===== src/rtl/filtro_erosion_3x3.sv =====
// filtro_erosion_3x3: streaming 3x3 grayscale erosion (window minimum).
// Each accepted column carries three vertically adjacent pixels. The block
// reduces the column to its minimum, keeps the two previous column minima,
// and emits the minimum of the 3x3 window once three columns of the current
// row have been seen. A row of W columns therefore yields W-2 outputs.
//
// Handshake: a beat moves across an interface in a cycle where its valid and
// ready are both 1 at the rising edge. Upstream: entrada_valida/entrada_lista.
// Downstream: salida_valida/salida_lista. Once salida_valida rises, menor and
// salida_fin_fila hold until the beat is taken. entrada_lista is purely
// combinational from the output register state, so a new column is taken
// only when the output slot is empty or is being emptied in the same cycle.
//
// estado exposes the fill state machine for observation.
module filtro_erosion_3x3 #(
  parameter int BITS_NUMERO = 8
) (
  input  logic                   clk,
  input  logic                   reset,
  input  logic [BITS_NUMERO-1:0] pixel_arriba,
  input  logic [BITS_NUMERO-1:0] pixel_centro,
  input  logic [BITS_NUMERO-1:0] pixel_abajo,
  input  logic                   inicio_fila,
  input  logic                   fin_fila,
  input  logic                   entrada_valida,
  output logic                   entrada_lista,
  output logic [BITS_NUMERO-1:0] menor,
  output logic                   salida_fin_fila,
  output logic                   salida_valida,
  input  logic                   salida_lista,
  output logic [1:0]             estado
);

  // Fill level of the current row: how many columns the history holds.
  typedef enum logic [1:0] {
    ESPERA     = 2'd0,
    LLENANDO_1 = 2'd1,
    LLENANDO_2 = 2'd2,
    ACTIVO     = 2'd3
  } estado_t;

  estado_t                state_q;
  estado_t                state_d;
  logic [BITS_NUMERO-1:0] col0_q;
  logic [BITS_NUMERO-1:0] col1_q;
  logic [BITS_NUMERO-1:0] col0_d;
  logic [BITS_NUMERO-1:0] col1_d;
  logic [BITS_NUMERO-1:0] min_ac;
  logic [BITS_NUMERO-1:0] col_min;
  logic [BITS_NUMERO-1:0] win_tmp;
  logic [BITS_NUMERO-1:0] win_min;
  logic                   transfer;
  logic                   cargar;

  // Upstream ready: the output slot is empty or is drained this cycle.
  always_comb begin
    entrada_lista = !salida_valida || salida_lista;
    transfer      = entrada_valida && entrada_lista;
  end

  // Unsigned minimum of the incoming column, then of the whole window.
  always_comb begin
    min_ac  = (pixel_arriba < pixel_centro) ? pixel_arriba : pixel_centro;
    col_min = (min_ac < pixel_abajo) ? min_ac : pixel_abajo;
    win_tmp = (col_min < col0_q) ? col_min : col0_q;
    win_min = (win_tmp < col1_q) ? win_tmp : col1_q;
  end

  // Next fill state, history update and output-load decision.
  always_comb begin
    state_d = state_q;
    col0_d  = col0_q;
    col1_d  = col1_q;
    cargar  = 1'b0;
    if (transfer) begin
      if (inicio_fila || (state_q == ESPERA)) begin
        // Row start (explicit, or implied after reset / end of row):
        // the history holds only this column.
        col0_d  = col_min;
        col1_d  = '0;
        state_d = fin_fila ? ESPERA : LLENANDO_1;
      end else begin
        col1_d = col0_q;
        col0_d = col_min;
        case (state_q)
          LLENANDO_1: begin
            state_d = fin_fila ? ESPERA : LLENANDO_2;
          end
          LLENANDO_2, ACTIVO: begin
            cargar  = 1'b1;
            state_d = fin_fila ? ESPERA : ACTIVO;
          end
          default: begin
            state_d = ESPERA;
          end
        endcase
      end
    end
  end

  // Fill state and column-minimum history registers.
  always_ff @(posedge clk) begin
    if (!reset) begin
      state_q <= ESPERA;
      col0_q  <= '0;
      col1_q  <= '0;
    end else begin
      state_q <= state_d;
      col0_q  <= col0_d;
      col1_q  <= col1_d;
    end
  end

  // Output register: load a new window, drain on acceptance, else hold.
  always_ff @(posedge clk) begin
    if (!reset) begin
      menor           <= '0;
      salida_fin_fila <= 1'b0;
      salida_valida   <= 1'b0;
    end else if (cargar) begin
      menor           <= win_min;
      salida_fin_fila <= fin_fila;
      salida_valida   <= 1'b1;
    end else if (salida_valida && salida_lista) begin
      salida_valida   <= 1'b0;
    end
  end

  // Debug view of the fill state.
  always_comb begin
    estado = state_q;
  end

endmodule


===== config.mk =====
export PLATFORM = sky130hd
export DESIGN_NAME = filtro_erosion_3x3
export DESIGN_NICKNAME = d
export VERILOG_FILES = /design/src/rtl/filtro_erosion_3x3.sv
export SDC_FILE = /design/constraint.sdc
export NUM_CORES = 1
export LEC_CHECK = 0
export CORE_ASPECT_RATIO = 1.25
export CORE_MARGIN = 5
export CORE_UTILIZATION = 30
export CTS_BUF_LIST = sky130_fd_sc_hd__clkbuf_16
export DETAILED_ROUTE_END_ITERATION = 8
export PLACE_DENSITY_LB_ADDON = 0.05
export SLEW_MARGIN = 40
export SYNTH_ARGS = -nofsm -noshare
export SYNTH_HDL_FRONTEND = slang
export SYNTH_SLANG_ARGS = --single-unit

===== constraint.sdc =====
create_clock -name clk -period 19.4 [get_ports clk]
set_input_delay 3.88 -clock clk [delete_from_list [all_inputs] [get_ports clk]]
set_output_delay 3.88 -clock clk [all_outputs]
set_load 0.005 [all_outputs]

==> results of run 1 <==
==> final cells by class <==
class                   count  area share
inverters                  31      0.0398
repair buffers             44       0.149
flip-flops and latches     28       0.192
clock buffers               3      0.0257
multi-input cells         189       0.553
well taps                  95      0.0407
==> power by group through the flow <==
stage / clock network (mW) / logic (mW) / registers, mW
2_1_floorplan: 0 / 0.0734 / 0.0622
5_1_grt: 0.0509 / 0.111 / 0.0625
3_3_place_gp: 0 / 0.0993 / 0.0636
3_5_place_dp: 0 / 0.0990 / 0.0635
6_report: 0.0472 / 0.0986 / 0.0622
4_1_cts: 0.0480 / 0.0998 / 0.0622
==> cells by family (layout without fill, tap and decap cells) <==
group | after synthesis | in the layout | share of synthesized area
compound gates | 82 | 82 | 0.298
flops | 28 | 28 | 0.241
buf+inv | 40 | 78 | 0.0652
fa+ha+maj | 28 | 28 | 0.151
mux | 21 | 21 | 0.102
simple gates | 58 | 58 | 0.143
==> metrics by stage <==
stage / instances / hold WS, ns / utilization / setup slack [ns]
global placement: 387 / 0.448 / 0.372 / 7.74
global route: 390 / 0.508 / 0.382 / 7.36
finish: 390 / 0.457 / 0.382 / 7.99
CTS: 390 / 0.460 / 0.382 / 7.93
detailed placement: 387 / 0.450 / 0.372 / 7.71
floorplan: 257 / 0.453 / - / 9.01
==> metal layers <==
layer,track usage,up-vias,share of wire
met1,0.173,980,0.43
li1,-,1052,-
met3,0.0213,10,0.036
met2,0.271,31,0.51
met5,0,-,0
met4,0.0551,0,0.024
==> worst max-delay path: stages <==
cell and delay (ns):
clkdlybuf4s50_1 0.47, inv_1 0.05, ha_1 0.29, and3_2 0.21, o211ai_1 0.16, o21ai_4 0.39
mux2_2 0.39, ha_1 0.31, a211oi_1 0.25, nand2_1 0.09, a211oi_1 0.21, o21a_1 0.34
mux2_2 0.43, ha_1 0.32, nand4_1 0.17, or3_1 0.42, o21ai_2 0.44, mux2_2 0.40
ha_1 0.30, and2_2 0.21, a221oi_2 0.64, and2b_2 0.25, or4_1 0.14, o211ai_4 0.12
nor4b_4 0.49, a221o_1 0.25
==> registers in the layout, indices dropped and copies added, names as in the netlist <==
name and cells:
estado 2, col0_q 8, salida_fin_fila 1, col1_q 8, menor 8, salida_valida 1
==> synthesized netlist by cell type, types with 3 or more instances <==
cell      number
inv_1         31
dfxtp_1       28
ha_1          28
mux2_2        21
nor2_1        16
a21oi_1       11
nand3_1       10
a22oi_1        9
nor3_1         8
a21boi_0       7
a221o_1        7
a31o_2         7
a41oi_1        7
clkbuf_1       7
nand2_1        7
o21a_1         5
o21ai_0        5
a211oi_1       4
a31oi_1        3
==> final timing paths <==
| check | slack [ns] | cells after the start | end |
|---|---|---|---|
| worst max-delay path | 7.99 | 26 | menor[3] |
| worst min register to register | 0.46 | 2 | salida_fin_fila |
| worst max register to register | 14.70 | 14 | menor[3] |
| worst min-delay path | 0.46 | 2 | salida_fin_fila |
==> impl_results.md, run 1 <==
* Worst min path class: reg2reg
* CTS tree: built
* CP endpoint kind: register
* DRC viols at 0
* Ant diodes at 0
* CTS clk-pin slew, worst paths at 0.07 ns
* Synth Warn # at 0
* Primary FF master, synth: dfxtp_1
* Initial antenna violation count at 0
* H-tree levels at 1
* Commonest non-fill, non-tap cell in the layout: clkdlybuf4s50_1
* Post-synth net total at 315
* Footprint of the multi-input gates at 0.00162 mm^2
* Avg Inst Size Synth at 9.04 um^2
* P_int at 132 uW
* RSZ-0062 raised after global routing: no
* Reg power frac at 0.299
* Slew Limit Fails at 0
* Fmax at 0.0876 GHz
* Largest net degree at the start of global routing at 16
* Wirelength per Cell at 17.9 um
* Slew HR at 0.478
* Cells after Synth at 257
* I/O pin total at 43
* Clock sinks at 28
* Final setup fails at 0
* Clock Tree Buf Depth at 2
* Post-CTS Setup Inserts at 0
* Share of layout cells above drive strength 1 at 0.173
* Power Total at 208 uW
* Hold_buf cts at 0
* Via count at 2073
* Clock power frac at 0.227
* Yosys top cell by area: dfxtp_1
* Number of routed nets with antenna violations at 0
* Drt initial violations at 102
* Crit Path Category: in2reg
* Drt first pass iters at 4
* Yosys cell types at 49
* Leakage power at 1.13 nW
* WP data required at 19.61 ns
* Placed inst area at 0.00285 mm^2
* Number of global-route vias before repair at 2150
* Finished Cell Area at 0.00292 mm^2
* Reg-to-reg startpoint: col0_q[5]
* Measured slew at the worst slew-check pin at 0.777 ns
* Max rail drop VDD at 33.7 uV
* Async set or reset register ratio after synthesis at 0
* Fill count at 809
* Sw Ratio at 0.368
* Num CTS Buffers at 3
* Placer Congestion at 0.789
* Core area at 0.00766 mm^2
* Combinational share of power at 0.474
* Register area at 561 um^2
* NetSw at 76.4 uW
* CTS resizes at 0
* Post-synthesis sequential area ratio at 0.241
* Area Growth Syn to Fin at 25.9%
* #FFs+latches synth at 28
* Final Cycle Share at 0.588
* FP Rows at 36
* Yosys top cell area share at 0.241
* Outcome: complete, no violations
* Area of the die at 0.00961 mm^2
* Final hold violation count at 0
* CP Max Fanout at 9
* Hold path start: salida_fin_fila
* Vias per inst at 5.32
* Max-Cap Viols at 0
* Critical Path Source: pixel_centro[7]
* Post-Syn Area at 0.00232 mm^2
* PortBufs at 42
* Crit start category: input port
* Routed WL at 6980 um
* Number of enable flip-flop cells after synthesis at 0
* Period minus WS final at 11.41 ns
* Detail Placement HPWL at 5600 um
* Die Height at 108 um
* Top cells by area, synth: dfxtp_1, ha_1, mux2_2, inv_1, a221o_1
* Signal arrival time at the worst endpoint at 11.62 ns
* Root Buffer: clkbuf_16
* Initial Utilization at 0.303
* Worst skew pair latency at 0.26 ns
* PD cells at 71.2 mW/mm^2
* GRT Residual Overflow at 0
* Tot GR Track Use at 0.149
* Final setup TNS at 0 ns
* First-pass GRT wire length at 11000 um
* Clock skew at 0.00343 ns
* Fin nets at 355
* Die width at 88.7 um
* Most frequent cells in the layout: clkdlybuf4s50_1, inv_1, ha_1, dfxtp_1, mux2_2
Power figures use the tool's default switching activity.
==> run 2: changes to the inputs <==
- clock period: 19.4 -> 11.9 ns (I/O delays scaled with it)
==> impl_results.md, run 2 (same netlist as run 1, synthesis figures left out) <==
* Num CTS Buffers at 3 (unchanged)
* Final setup fails at 0 (unchanged)
* Wirelength per Cell at 17.9 um (-0.17%)
* Vias per inst at 5.39 (+1.5%)
* RSZ-0062 raised after global routing: no
* Crit Reg-Reg Endpoint: menor[0]
* Die width at 88.7 um (unchanged)
* Clock sinks at 28 (unchanged)
* CTS clk-pin slew, worst paths at 0.07 ns (about the same)
* Drt first pass iters at 4 (unchanged)
* Crit Path Category: in2reg
* Leakage power at 1.13 nW (+0.14%)
* Initial antenna violation count at 0 (unchanged)
* Number of global-route vias before repair at 2180 (+1.4%)
* PD cells at 116 mW/mm^2 (+63%)
* Fin nets at 355 (unchanged)
* Slew HR at 0.457 (-0.0216)
* Clock skew at 0.00401 ns (+0.000577 ns)
* Max-Cap Viols at 0 (unchanged)
* Layout Cells excl Fill at 391 (+0.26%)
* Commonest non-fill, non-tap cell in the layout: clkdlybuf4s50_1
* Final core utilization at 0.382 (+0.000491)
* Critical Path Source: pixel_centro[7]
* Final Cycle Share at 0.833
* Area of the die at 0.00961 mm^2 (unchanged)
* Internal reg-to-reg setup slack at 7.21 ns (-7.49 ns)
* Tot GR Track Use at 0.153 (+0.00355)
* Fill count at 819 (+1.2%)
* Core area at 0.00766 mm^2 (unchanged)
* Root Buffer: clkbuf_16
* Signal arrival time at the worst endpoint at 10.11 ns (-1.51 ns)
* I/O pin total at 43 (unchanged)
* Die Height at 108 um (unchanged)
* CTS resizes at 0 (unchanged)
* Hold Path Stages at 2 (unchanged)
* Top flop regs: col0_q (8), col1_q (8), menor (8)
* Final hold violation count at 0 (unchanged)
* Crit start category: input port
* Number of routed nets with antenna violations at 0 (unchanged)
* Routed WL at 6980 um (about the same)
* First-pass GRT wire length at 11300 um (+2.4%)
* CTS tree: built
* Hold_buf cts at 0 (unchanged)
* PortBufs at 42 (unchanged)
* Max rail drop VDD at 45.9 uV (+36%)
* Detail Placement HPWL at 5580 um (-0.31%)
* Clock Tree Buf Depth at 2 (unchanged)
* Initial Utilization at 0.303 (unchanged)
* Worst min path class: reg2reg
* Slew Limit Fails at 0 (unchanged)
* Dpl cells at 387 (unchanged)
* Hold EP: salida_fin_fila
* Drt initial violations at 99 (-2.9%)
* Via count at 2109 (+1.7%)
* Reg-to-reg startpoint: col0_q[5]
* Outcome: complete, no violations
* Largest net degree at the start of global routing at 16 (unchanged)
* Period minus WS final at 9.91 ns
* Worst skew pair latency at 0.27 ns (about the same)
* FP Rows at 36 (unchanged)
* WP data required at 12.10 ns (-7.51 ns)
* Measured slew at the worst slew-check pin at 0.809 ns (+0.0321 ns)
* Power Total at 340 uW (+63%)
* Share of layout cells above drive strength 1 at 0.172 (-0.000584)
* GRT Residual Overflow at 0 (unchanged)
* CP Max Fanout at 9 (unchanged)
* Hold path start: salida_fin_fila
* Most frequent cells in the layout: clkdlybuf4s50_1, inv_1, ha_1, dfxtp_1, mux2_2
* DRC viols at 0 (unchanged)
* Final setup TNS at 0 ns (unchanged)
* Placer Congestion at 0.788 (-0.16%)
* Ant diodes at 0 (unchanged)
* Worst R2R Path Depth at 14 (unchanged)
* H-tree levels at 1 (unchanged)
* CP endpoint kind: register
* Area Growth Syn to Fin at 26.0%
* Fmax at 0.101 GHz
* Post-CTS Setup Inserts at 0 (unchanged)
-- run 2: changes by cell type in the layout (fill, tap and decap cells not counted), sizes merged --
cell	previous run	this run
clkinv	0	1
-- run 2: critical path, stage by stage --
cell	delay, ns
clkdlybuf4s50_1	0.47
inv_1	0.05
ha_1	0.29
and3_2	0.21
o211ai_1	0.15
o21ai_4	0.38
mux2_2	0.39
ha_1	0.31
a211oi_1	0.26
nand2_1	0.08
a211oi_1	0.23
o21a_1	0.34
mux2_2	0.43
ha_1	0.32
nand4_1	0.16
or3_1	0.42
o21ai_2	0.45
mux2_2	0.40
ha_1	0.30
and2_2	0.21
a221oi_2	0.64
and2b_2	0.24
or4_1	0.14
o211ai_4	0.12
or4b_1	0.53
a31oi_1	0.18
-- run 2: per-stage QoR --
step | setup WS, ns | cell area [um^2] | hold slack, ns
after floorplan | 3.01 | 2320 | 0.453
after global placement | 1.74 | 2850 | 0.448
after detailed placement | 1.71 | 2850 | 0.450
after CTS | 1.94 | 2930 | 0.460
after global routing | 1.46 | 2930 | 0.498
final | 1.99 | 2930 | 0.456
-- run 2: worst max path at each step --
stage / endpoint / slack (ns)
detailed placement: menor[0] / 1.71
CTS: menor[0] / 1.94
global placement: menor[6] / 1.74
finish: menor[0] / 1.99
global route: menor[0] / 1.46
floorplan: menor[1] / 3.01
-- run 2: layout make-up --
class / count / area [um^2] / share of cell area
Tap cell: 95 / 119 / 0.0406
Sequential cell: 28 / 561 / 0.192
Clock inverter: 1 / 3.75 / 0.00128
Multi-Input combinational cell: 189 / 1620 / 0.552
Clock buffer: 3 / 75.1 / 0.0257
Timing Repair Buffer: 44 / 435 / 0.149
Inverter: 31 / 116 / 0.0398
-- run 2: power breakdown --
| part | switching [mW] | total (mW) | internal [mW] |
|---|---|---|---|
| clock | 0.0327 | 0.0779 | 0.0451 |
| sequential | 0.00442 | 0.101 | 0.0970 |
| combinational | 0.0876 | 0.160 | 0.0727 |
-- run 2: layer usage --
| metal | global-route usage | part of all wire | routed length (um) |
|---|---|---|---|
| met3 | 0.0175 | 0.045 | 314 |
| met5 | 0 | 0 | 0 |
| met1 | 0.185 | 0.43 | 2970 |
| met4 | 0.0605 | 0.026 | 181 |
| met2 | 0.269 | 0.50 | 3510 |
